<file path="src/rtl/cpu_pkg.sv">
// rtl/cpu_pkg.sv - shared types and constants for the data-memory responder
package cpu_pkg;

    localparam int WORD_W      = 32;
    localparam int LATENCY_MAX = 15;
    localparam int CNT_W       = $clog2(LATENCY_MAX + 1);

    localparam logic OP_RD = 1'b0;
    localparam logic OP_WR = 1'b1;

    typedef enum logic [1:0] {
        IDLE = 2'd0,
        BUSY = 2'd1,
        DONE = 2'd2
    } state_e;

    // Misaligned or beyond the last stored word
    function automatic logic addr_err(input logic [WORD_W-1:0] a, input int depth);
        return (a[1:0] != 2'b00) || ({2'b00, a[WORD_W-1:2]} >= WORD_W'(depth));
    endfunction

endpackage

</file>
<file path="src/rtl/dmem_array.sv">
// rtl/dmem_array.sv - word storage with one synchronous write and one asynchronous read port
module dmem_array
    import cpu_pkg::*;
#(
    parameter int DEPTH = 32,
    parameter int AW    = 5
) (
    input  logic              clk_i,
    input  logic              we_i,
    input  logic [AW-1:0]     widx_i,
    input  logic [WORD_W-1:0] wdata_i,
    input  logic [AW-1:0]     ridx_i,
    output logic [WORD_W-1:0] rdata_o
);

    logic [WORD_W-1:0] mem [DEPTH];

    // Storage is deliberately not reset
    always_ff @(posedge clk_i) begin
        if (we_i) begin
            mem[widx_i] <= wdata_i;
        end
    end

    assign rdata_o = mem[ridx_i];

endmodule

</file>
<file path="src/rtl/dmem_responder.sv">
// rtl/dmem_responder.sv - fixed-latency load/store responder with stall and ack handshake
module dmem_responder
    import cpu_pkg::*;
#(
    parameter int DEPTH   = 32,
    parameter int LATENCY = 4
) (
    input  logic              clk_i,
    input  logic              rst_i,
    input  logic              MemRead_i,
    input  logic              MemWrite_i,
    input  logic [WORD_W-1:0] addr_i,
    input  logic [WORD_W-1:0] w_data_i,
    output logic              stall_o,
    output logic              ack_o,
    output logic [WORD_W-1:0] r_data_o,
    output logic              err_o
);

    localparam int AW = (DEPTH > 1) ? $clog2(DEPTH) : 1;

    state_e            state_q, state_d;
    logic [CNT_W-1:0]  cnt_q, cnt_d;
    logic              op_q, op_d;
    logic [WORD_W-1:0] addr_q, addr_d;
    logic [WORD_W-1:0] wdata_q, wdata_d;
    logic [WORD_W-1:0] r_data_q, r_data_d;

    logic              req;
    logic              cur_op;
    logic [WORD_W-1:0] cur_addr;
    logic              cur_err;
    logic              done_next;
    logic              we;
    logic [AW-1:0]     ridx;
    logic [AW-1:0]     widx;
    logic [WORD_W-1:0] rdata;

    // In IDLE the live request is the transaction; afterwards the latched copy is
    always_comb begin
        req      = MemRead_i | MemWrite_i;
        cur_addr = (state_q == IDLE) ? addr_i : addr_q;
        cur_op   = (state_q == IDLE) ? (MemWrite_i ? OP_WR : OP_RD) : op_q;
        cur_err  = addr_err(cur_addr, DEPTH);
        ridx     = cur_addr[AW+1:2];
        widx     = addr_q[AW+1:2];
    end

    // Next-state, wait-state counter and request latch
    always_comb begin
        state_d   = state_q;
        cnt_d     = cnt_q;
        op_d      = op_q;
        addr_d    = addr_q;
        wdata_d   = wdata_q;
        done_next = 1'b0;
        case (state_q)
            IDLE: begin
                if (req) begin
                    op_d    = MemWrite_i ? OP_WR : OP_RD;
                    addr_d  = addr_i;
                    wdata_d = w_data_i;
                    if (LATENCY == 1) begin
                        state_d   = DONE;
                        cnt_d     = '0;
                        done_next = 1'b1;
                    end else begin
                        state_d = BUSY;
                        cnt_d   = CNT_W'(LATENCY - 1);
                    end
                end
            end
            BUSY: begin
                cnt_d = cnt_q - 1'b1;
                if (cnt_q == CNT_W'(1)) begin
                    state_d   = DONE;
                    done_next = 1'b1;
                end
            end
            DONE: begin
                state_d = IDLE;
            end
            default: begin
                state_d = IDLE;
            end
        endcase
    end

    // Load data is captured on the edge entering DONE and held until the next load
    always_comb begin
        r_data_d = r_data_q;
        if (done_next && (cur_op == OP_RD)) begin
            r_data_d = cur_err ? '0 : rdata;
        end
    end

    // Handshake outputs and the store commit at the end of the ack cycle
    always_comb begin
        stall_o = ((state_q == IDLE) && req) || (state_q == BUSY);
        ack_o   = (state_q == DONE);
        err_o   = ack_o && cur_err;
        we      = ack_o && (op_q == OP_WR) && !cur_err && !rst_i;
    end

    // State and output registers
    always_ff @(posedge clk_i) begin
        if (rst_i) begin
            state_q  <= IDLE;
            cnt_q    <= '0;
            op_q     <= OP_RD;
            addr_q   <= '0;
            wdata_q  <= '0;
            r_data_q <= '0;
        end else begin
            state_q  <= state_d;
            cnt_q    <= cnt_d;
            op_q     <= op_d;
            addr_q   <= addr_d;
            wdata_q  <= wdata_d;
            r_data_q <= r_data_d;
        end
    end

    assign r_data_o = r_data_q;

    dmem_array #(
        .DEPTH (DEPTH),
        .AW    (AW)
    ) u_array (
        .clk_i   (clk_i),
        .we_i    (we),
        .widx_i  (widx),
        .wdata_i (wdata_q),
        .ridx_i  (ridx),
        .rdata_o (rdata)
    );

endmodule

</file>
<file path="config.mk">
export PLATFORM = sky130hd
export DESIGN_NAME = dmem_responder
export DESIGN_NICKNAME = d
export VERILOG_FILES = /design/src/rtl/cpu_pkg.sv /design/src/rtl/dmem_array.sv /design/src/rtl/dmem_responder.sv
export SDC_FILE = /design/constraint.sdc
export NUM_CORES = 1
export LEC_CHECK = 0
export BUFFER_PORTS_ARGS = -buffer_cell sky130_fd_sc_hd__buf_2
export CORE_MARGIN = 2
export CORE_UTILIZATION = 60
export CTS_BUF_LIST = sky130_fd_sc_hd__clkbuf_4 sky130_fd_sc_hd__clkbuf_8
export CTS_CLUSTER_SIZE = 30
export DETAILED_ROUTE_END_ITERATION = 16
export GPL_ROUTABILITY_DRIVEN = 0
export PLACE_DENSITY = 0.77
export SLEW_MARGIN = 0
export SYNTH_ARGS = -nofsm -noshare
export SYNTH_HDL_FRONTEND = slang
export SYNTH_SLANG_ARGS = --single-unit
</file>
<file path="constraint.sdc">
create_clock -name clk_i -period 5.4 [get_ports clk_i]
set_input_delay 0.27 -clock clk_i [delete_from_list [all_inputs] [get_ports clk_i]]
set_output_delay 0.27 -clock clk_i [all_outputs]
set_load 0.02 [all_outputs]
</file>
Yosys cells after proc, flatten, opt, wreduce, memory -nomap -nowiden
Memories as Yosys holds them, arrays and structs flattened.
Cells that the tools add are included.
W data, S select, Z words.
{"block": "word_totals", "regBits": 103, "ram_bits": 1024, "input_bits": 68, "out_inout_bits": 35, "mem_count": 1}
{"block": "classes", "addsub": 1, "order_cmp": 1, "n_eq_ne": 5, "mux": 13, "bitwise": 2, "reduce_logical": 16}
{"name": "u_array.mem", "depth": 32, "width": 32, "rd": 1, "rd_clocked_by_memory_dff": 0, "wr": 1, "line": "dmem_array.sv:16", "rtl": "logic [WORD_W-1:0] mem [DEPTH];"}
{"cell": "$mux W32", "count": 2}
{"cell": "$ge A30 B6 Y1 const B", "count": 1}
{"cell": "$pmux W4 S2", "count": 1}
{"cell": "$logic_and A1 B1 Y1", "count": 6}
{"cell": "$mux W1", "count": 6}
{"cell": "$reduce_and A2 Y1", "count": 3}
{"cell": "$eq A4 B1 Y1 const B", "count": 1}
{"cell": "$mux W2", "count": 2}
{"cell": "$mux W4", "count": 1}
{"cell": "$ne A2 B2 Y1 const B", "count": 2}
{"cell": "$pmux W2 S2", "count": 1}
{"cell": "$reduce_bool A2 Y1", "count": 2}
{"cell": "$sub A4 B1 Y4 const B", "count": 1}
{"cell": "$eq A2 B1 Y1 const B", "count": 1}
{"cell": "$eq A2 B2 Y1 const B", "count": 1}
{"cell": "$logic_not A1 Y1", "count": 2}
{"cell": "$logic_not A2 Y1", "count": 1}
{"cell": "$logic_or A1 B1 Y1", "count": 2}
{"cell": "$not A1 Y1", "count": 1}
{"cell": "$or A1 B1 Y1", "count": 1}

Depth between registers and ports, before layout
Gate-level depths: netlist (run 1).
{"block": "logic_depth", "ltp_word": 9, "depth_mapped": 9, "mapped_depth_nobuf": 8}

Hierarchy
A second synthesis (run 1) with hierarchy kept.
{"block": "unflattened", "cells_unflattened": 2650, "hier_area_um2": 43626.8}
{"mod": "dmem_array", "n_inst": 1, "cells_each": 2228, "area_each_um2": 39844.5, "seq_area_each_um2": 30749.5}
{"mod": "dmem_responder", "n_inst": 1, "cells_each": 422, "area_each_um2": 3782.4, "seq_area_each_um2": 2062.0}

Worst setup path before layout (run 1)
No wires, ideal clock.
{"block": "synth_path", "path_kind": "flip-flop to flip-flop", "startpoint": "register state_q[1]", "endpoint": "memory u_array.mem[20][0] (enable)", "arrival_ps": 4029, "path_slack_ps": 910, "path_stages_with_launch": 7, "path_buffers": 1, "synth_period_minus_slack_ps": 4490, "path_cell_list": "dfxtp_1 buf_2 nor2b_1 nand3b_1 or4_4 or2_1 nor3_1"}
{"element": "start, declared", "line": "dmem_responder.sv:22", "rtl": "state_e state_q, state_d;"}
{"element": "start signal, assigned", "line": "dmem_responder.sv:115", "rtl": "state_q <= state_d;"}
{"element": "$eq A2 B2 Y1", "line": "dmem_responder.sv:100", "rtl": "ack_o = (state_q == DONE);"}
{"element": "named net ack_o", "line": "dmem_responder.sv:15", "rtl": "output logic ack_o,"}
{"element": "$logic_and A1 B1 Y1 (3 in a row)", "line": "dmem_responder.sv:102", "rtl": "we = ack_o && (op_q == OP_WR) && !cur_err && !rst_i;"}
{"element": "$mux W1", "line": "dmem_array.sv:20", "rtl": "if (we_i) begin"}
{"element": "$mux W1 (not written as such)", "line": "dmem_array.sv:21", "rtl": "mem[widx_i] <= wdata_i;"}
{"element": "end, declared", "line": "dmem_array.sv:16"}
The timed path passes the listed nets, and every way through them passes these cells.

Worst setup path in the final report (run 1)
{"block": "layout_path", "startpoint": "register state_q[1]", "endpoint": "memory u_array.mem[10][7] (enable)"}
{"block": "layout_via", "elab_chain_cells": 9}
{"element": "$logic_not A2 Y1", "line": "dmem_responder.sv:42", "rtl": "cur_addr = (state_q == IDLE) ? addr_i : addr_q;"}
{"element": "$mux W32", "line": "dmem_responder.sv:42"}
{"element": "$ge A30 B6 Y1 or $reduce_bool A2 Y1 (tied branches)", "line": "cpu_pkg.sv:19", "rtl": "return (a[1:0] != 2'b00) || ({2'b00, a[WORD_W-1:2]} >= WORD_W'(depth));"}
{"element": "$logic_or A1 B1 Y1", "line": "cpu_pkg.sv:19"}
{"element": "$logic_not A1 Y1", "line": "dmem_responder.sv:102"}
{"element": "$logic_and A1 B1 Y1 * (2 in a row)", "line": "dmem_responder.sv:102"}
{"element": "$mux W1 *", "line": "dmem_array.sv:20"}
{"element": "$mux W1 (not written as such) *", "line": "dmem_array.sv:21"}
Every way passes the cells marked *; elsewhere a longest branch is shown, timed or not.

==> flow_metrics.tcl, run 1 <==
set metrics [dict create \
    fin_crit_sh_pct 79.6 \
    vdd_drop_max_uv 236 \
    drt_iter0_markers 3789 \
    synth_xor_area_share_pct 0.0190 \
    status "finished, final reports clean" \
    fin_cells 4536 \
    power_density_mw_per_mm2 354 \
    syn_area_mm2 0.0460 \
    dp.cells 4155 \
    power_mw 18.4 \
    die_h_um 281 \
    wirelength_um 118000 \
    arrival_ps 4810 \
    yosysSeqAreaShare_pct 71.4 \
    crit_path_start_kind "register" \
    ios 103 \
    utilization_pct 68.3 \
    synth-simple-area-share_pct 8.45 \
    hp-class "input port to register" \
    htreeDepth 4 \
    cts_tree "built" \
    vias 29761 \
    synth_nets 3263 \
    netlist_instances 3193 \
    cts_inserted_buffers 163 \
    ant_nets 0 \
    antenna_found_initial 6 \
    max_freq_ghz 0.233 \
    synthFlopType "edfxtp_1" \
    r2r_slack_ps 1100 \
    grt_pass1_vias 29346 \
    end_kind "register" \
    hold_ws_ps 174 \
    fin_crit_ps 4300 \
    clkLatencyLatePin_ps 820 \
    synth_edf_count 1024 \
    fin_worst_skew_ps 31.6 \
    dp_hpwl_um 65800 \
    overflow 0 \
    report.final.slew_viol_count 0 \
    die_width_um 281 \
    portBuffers 102 \
    muxShareOfSynthArea_pct 6.34 \
    cts.clk_slew.worst_paths_ps 60 \
    yosysWarnings 0 \
    cts_root_buffer "clkbuf_8" \
    avgRoutedWirePerCell_um 26.0 \
    tns_ps 0 \
    die_area_mm2 0.0789 \
    layout-drive-gt1-share_pct 15.1 \
    grt_pass1_wl_um 175000 \
    worstRegToRegCells 7 \
    grt_usage_pct 29.8 \
    cap_violations 0 \
    critPathKind "register to register" \
    ys_ff_latch 1127 \
    cp_max_fo 48 \
    r2r-end "u_array.mem[10][7]$_DFFE_PP_" \
    hold_end "op_q$_SDFFE_PP0P_" \
    core_area_mm2 0.0759 \
    avgSynthCellArea_um2 14.4 \
    synthArstFlopShare_pct 0 \
    hold_buffers 79 \
    clk_path_buf_depth 3 \
    syn_to_final_growth_pct 12.9 \
    synth_fa_ha_area_share_pct 0.0544 \
    cts_setup_buffers 0 \
    ys_types 55 \
    synth_top_family_by_area "compound AO/OA/AOI/OAI gates" \
    fillCellCount 4766 \
    synth-compound-area-share_pct 11.3 \
    initial_utilization_pct 60.5 \
    viasPerCell 6.56 \
    timing.rr.start "state_q[1]$_SDFFE_PP0P_" \
    post_cts_resized 0 \
    cts_sinks 1127 \
    setup_viol_count_final 0 \
    final_nets 3439 \
    worstMarginPinSlew_ps 1170 \
    p_leak_nw 18.0 \
    finalHoldViolCount 0 \
    drcViolationCount 0 \
    rsz0062_at_grt "no" \
    relSlewSlack_pct 21.7 \
    grt_max_degree 285 \
    worstPathRequired_ps 5910 \
    drtPass1Iterations 8 \
    num_rows 101 \
    hold_depth 3 \
    hold_path.startpoint "rst_i" \
]
## power by group
group	leakage (nW)	internal (mW)	switching (mW)
clock	1.75	3.61	3.16
combinational	6.09	0.593	1.25
sequential	10.2	9.64	0.122
total	18.0	13.8	4.54
## metal layers
layer	wire length (um)	track usage (%)	part of all wire [%]
met1	45200	38.7	38
met2	56200	47.5	48
met3	9830	5.56	8.3
met4	6610	17.5	5.6
met5	13	0	0.011
## critical path: stages, from the launching register on
cell and delay, ps:
dfxtp_1 660, or2_4 790, nand4_1 170, o22a_1 400, nor4_1 580, nand3b_1 520
nor2_4 630, buf_12 230
## registers in the layout, indices dropped and copies added, names as in the netlist
signal / count
cnt_q: 4
op_q: 1
r_data_o: 32
addr_q: 32
wdata_q: 32
state_q: 2
u_array.mem: 1024
## kinds of logic (layout without fill, tap and decap cells)
family / count (synthesis) / count (layout)
compound gates: 786 / 786
flops: 1127 / 1127
simple gates: 718 / 718
fa+ha+maj: 2 / 2
other cells: 0 / 5
buf+inv: 268 / 576
mux: 291 / 291
xor+xnor: 1 / 1
## metrics by stage
stage / worst slack, ps / area, um^2
global route: 895 / 51900
CTS: 1140 / 51900
finish: 1100 / 51900
detailed placement: 1150 / 47800
global placement: 1250 / 47800
floorplan: 910 / 46000
## cell type report
type	count	area, um^2	share of cell area (%)
sequential	1127	32800	63.2
multi-input combinational	1798	12400	23.8
clock buffer	238	2890	5.58
timing repair buffer	274	2100	4.05
tap	1030	1290	2.48
clock inverter	59	400	0.771
inverter	5	18.8	0.0362
antenna	5	12.5	0.0241
## cell usage in the layout (no fill, tap or decap), types with 4 or more instances in the layout
| cell type | synthesis | routed |
|---|---|---|
| inv_6 | 0 | 6 |
| a21oi_1 | 130 | 130 |
| nor3_2 | 2 | 7 |
| o31ai_1 | 32 | 32 |
| and3_1 | 320 | 320 |
| o22ai_1 | 64 | 64 |
| nand2b_1 | 4 | 4 |
| a21boi_0 | 126 | 126 |
| a211oi_1 | 193 | 193 |
| a22oi_1 | 33 | 33 |
| mux2i_1 | 289 | 288 |
| clkinv_1 | 0 | 29 |
| edfxtp_1 | 1024 | 1024 |
| clkbuf_8 | 0 | 177 |
| inv_1 | 5 | 5 |
| o21ai_1 | 6 | 5 |
| nor3_1 | 13 | 6 |
| inv_8 | 0 | 4 |
| a31oi_4 | 3 | 4 |
| nor4_1 | 79 | 79 |
| nand2_1 | 146 | 144 |
| diode_2 | 0 | 5 |
| clkinv_2 | 0 | 13 |
| nor2_4 | 0 | 27 |
| o32ai_1 | 32 | 32 |
| buf_12 | 0 | 8 |
| dfxtp_1 | 103 | 97 |
| nand3_1 | 36 | 36 |
| dfxtp_2 | 0 | 5 |
| o21ai_0 | 156 | 155 |
| dlygate4sd3_1 | 0 | 79 |
| buf_2 | 84 | 101 |
| clkbuf_4 | 0 | 61 |
| buf_4 | 2 | 86 |
| nor2_1 | 97 | 70 |
## worst max path at each step
stage,start,to,slack [ps],cells after the start
final,state_q[1]$_SDFFE_PP0P_,u_array.mem[10][7]$_DFFE_PP_,1100,7
after floorplan,state_q[1]$_SDFFE_PP0P_,u_array.mem[20][0]$_DFFE_PP_,910,6
after global placement,state_q[1]$_SDFFE_PP0P_,u_array.mem[10][29]$_DFFE_PP_,1250,7
after CTS,state_q[1]$_SDFFE_PP0P_,u_array.mem[15][0]$_DFFE_PP_,1140,6
after detailed placement,state_q[0]$_SDFFE_PP0P_,u_array.mem[15][28]$_DFFE_PP_,1150,6
after global routing,state_q[1]$_SDFFE_PP0P_,u_array.mem[2][17]$_DFFE_PP_,890,7
## Yosys cell counts (3+ instances only)
cell      number  area (um^2)
edfxtp_1    1024        30700
o21ai_1        6         30.0
mux2i_1      289         2890
o21ai_0      156          781
inv_1          5         18.8
nor2_1        97          364
o31ai_1       32          240
dfxtp_1      103         2060
buf_1          7         26.3
nor3_1        13         65.1
a211oi_1     193         1450
and3_1       320         2000
nor4_1        79          494
clkbuf_1     168          631
o32ai_1       32          280
a21oi_1      130          651
a31oi_4        3         63.8
nand2b_1       4         25.0
a21boi_0     126          946
nand2_1      146          548
buf_2         84          420
o22ai_1       64          400
nand3_1       36          180
a22oi_1       33          248
(Power assumes the default switching activity.)
==> run 2, diff against run 1 <==
==> constraint.sdc (replaced) <==
create_clock -name clk_i -period 4.32 [get_ports clk_i]
set_input_delay 0.216 -clock clk_i [delete_from_list [all_inputs] [get_ports clk_i]]
set_output_delay 0.216 -clock clk_i [all_outputs]
set_load 0.02 [all_outputs]
==> run 2 against run 1 <==
  * Critical endpoint is now u_array.mem[17][18]$_DFFE_PP_
  * Flip-flop and latch count unchanged
  * Sequential share of layout area decreased by 1.3 points
  * Combinational power increased by 38%
==> flow_metrics.tcl, run 2 (same netlist as run 1, synthesis figures left out) <==
set metrics [dict create \
    maxUsedRoutingLayer "met5" \
    arrival_ps 4200 \
    layout_common_cells "edfxtp_1 (1,024), and3_1 (320), mux2i_1 (288), a211oi_1 (193), clkbuf_8 (190)" \
    swShare_pct 25.1 \
    avgRoutedWirePerCell_um 26.9 \
    hp-class "input port to register" \
    die_width_um 281 \
    syn_to_final_growth_pct 15.3 \
    cts.clk_slew.worst_paths_ps 70 \
    cp_num_buf_inv 2 \
    drcViolationCount 0 \
    fin_cells 4620 \
    dr_wl_met3_um 13200 \
    report.final.slew_viol_count 0 \
    met2WireLength_um 58600 \
    regMostFlops "u_array.mem" \
    seqPwrFrac_pct 51.2 \
    clkLatencyLatePin_ps 850 \
    grt_max_degree 185 \
    wirelength_um 124000 \
    rsz0062_at_grt "no" \
    fin_worst_skew_ps 46.9 \
    num_rows 101 \
    largest_reg_flops 1024 \
    cap_violations 0 \
    cp_common_cell "buf_4" \
    switching_power_mw 6.00 \
    cts_root_buffer "clkbuf_8" \
    worstMarginPinSlew_ps 1350 \
    wl_met1_um 46400 \
    setup_viol_count_final 0 \
    ant_nets 0 \
    clockPowerShare_pct 38.2 \
    r2r_slack_ps 590 \
    core_area_mm2 0.0759 \
    drt_iter0_markers 4056 \
    cts_tree "built" \
    overflow 0 \
    cpMaxStageDelayCell "dfxtp_1" \
    critPathKind "register to register" \
    tns_ps 0 \
    power_density_mw_per_mm2 450 \
    die_area_mm2 0.0789 \
    timing.rr.start "state_q[1]$_SDFFE_PP0P_" \
    finalInstanceArea_mm2 0.0530 \
    vias 30484 \
    initial_utilization_pct 60.5 \
    intPower_mw 17.9 \
    die_h_um 281 \
    clk_path_buf_depth 3 \
    finalHoldViolCount 0 \
    cp_max_fo 32 \
    crit_path_start_kind "register" \
    htreeDepth 4 \
    vdd_drop_max_uv 394 \
    max_freq_ghz 0.268 \
    drtPass1Iterations 7 \
    fin_crit_sh_pct 86.4 \
    endpoint "u_array.mem[17][18]$_DFFE_PP_" \
    critical_path.top_delay_family "simple AND/OR/NAND/NOR gates" \
    layout-drive-gt1-share_pct 16.5 \
    crit_cells 8 \
    mostFrequentLayoutCell "edfxtp_1" \
    dp_hpwl_um 71500 \
    ios 103 \
    fin_crit_ps 3730 \
    dp.cells 4202 \
    antenna_found_initial 6 \
    grt_pass1_wl_um 184000 \
    worstPathCellList "or2_4 > nand4_1 > o22a_1 > nor4_1 > buf_4 > nand3_1 > nor2_4 > buf_4" \
    placed_area_mm2 0.0484 \
    end_kind "register" \
    viasPerCell 6.60 \
    fillCellCount 4787 \
    cts_setup_buffers 0 \
    relSlewSlack_pct 9.78 \
    startpoint "state_q[1]$_SDFFE_PP0P_" \
    cts_sinks 1127 \
    worstPathRequired_ps 4790 \
    final_nets 3516 \
    cts_inserted_buffers 170 \
    utilization_pct 69.8 \
    max_stage_delay_ps 680 \
    r2r-end "u_array.mem[17][18]$_DFFE_PP_" \
    portBuffers 102 \
    pwr-share-comb_pct 10.6 \
    p_leak_nw 18.6 \
    grt_pass1_vias 30464 \
    worstRegToRegCells 8 \
    grt_usage_pct 31.6 \
    status "finished, final reports clean" \
]
run 2: cell types whose count changed in the layout (fill, tap and decap cells not counted), sizes merged:
cell and change:
buf +47, dlygate4sd3 +23, clkbuf +13, clkinv +1, inv -4, clkinvlp +1, bufinv +3
run 2: worst min path at each step:
stage | startpoint | end | slack [ps] | depth (start not counted)
final | MemRead_i | addr_q[14]$_SDFFE_PP0P_ | 70 | 4
after global routing | MemRead_i | addr_q[14]$_SDFFE_PP0P_ | 90 | 4
after CTS | MemRead_i | addr_q[14]$_SDFFE_PP0P_ | 10 | 4
after detailed placement | addr_q[1]$_SDFFE_PP0P_ | addr_q[1]$_SDFFE_PP0P_ | 450 | 2
after global placement | addr_q[30]$_SDFFE_PP0P_ | addr_q[30]$_SDFFE_PP0P_ | 440 | 2
after floorplan | addr_i[0] | addr_q[0]$_SDFFE_PP0P_ | 350 | 2
run 2: metal layers:
layer	up-vias	GRT usage, %
li1	13088	-
met1	15095	41.7
met2	1926	49.7
met3	371	7.10
met4	4	16.4
met5	-	0
run 2: cell type report:
cell class | instances | area (um^2) | area share [%]
Sequential cell | 1127 | 32800 | 61.9
Multi-Input combinational cell | 1798 | 12400 | 23.4
Clock buffer | 251 | 3070 | 5.80
Timing Repair Buffer | 344 | 2890 | 5.44
Tap cell | 1030 | 1290 | 2.43
Clock inverter | 60 | 513 | 0.968
Inverter | 5 | 18.8 | 0.0354
Antenna cell | 5 | 12.5 | 0.0236
run 2: stage by stage:
| step | power (mW) | setup slack [ps] | hold slack [ps] |
|---|---|---|---|
| after CTS | 23.8 | 694 | 12.8 |
| after global placement | 14.7 | 801 | 444 |
| after detailed placement | 14.8 | 725 | 451 |
| final | 23.9 | 588 | 69.6 |
| after floorplan | 13.8 | 614 | 352 |
| after global routing | 24.5 | 432 | 86.4 |
run 2: what timing repair did:
action	CTS	global route
endpoints found under the hold margin	67	0
hold buffers	102	0
resized for setup	0	0
run 2: power groups by stage:
stage	registers [mW]	clock network (mW)	logic, mW
6_report	12.2	9.12	2.53
5_1_grt	12.2	9.61	2.67
4_1_cts	12.2	9.14	2.46
3_5_place_dp	12.4	0	2.36
3_3_place_gp	12.4	0	2.29
2_1_floorplan	12.4	0	1.42
run 2: tightest hold or removal path: stages:
cell and delay (ps):
buf_2 150, o21ai_4 240, nand2_1 170, a21oi_1 70
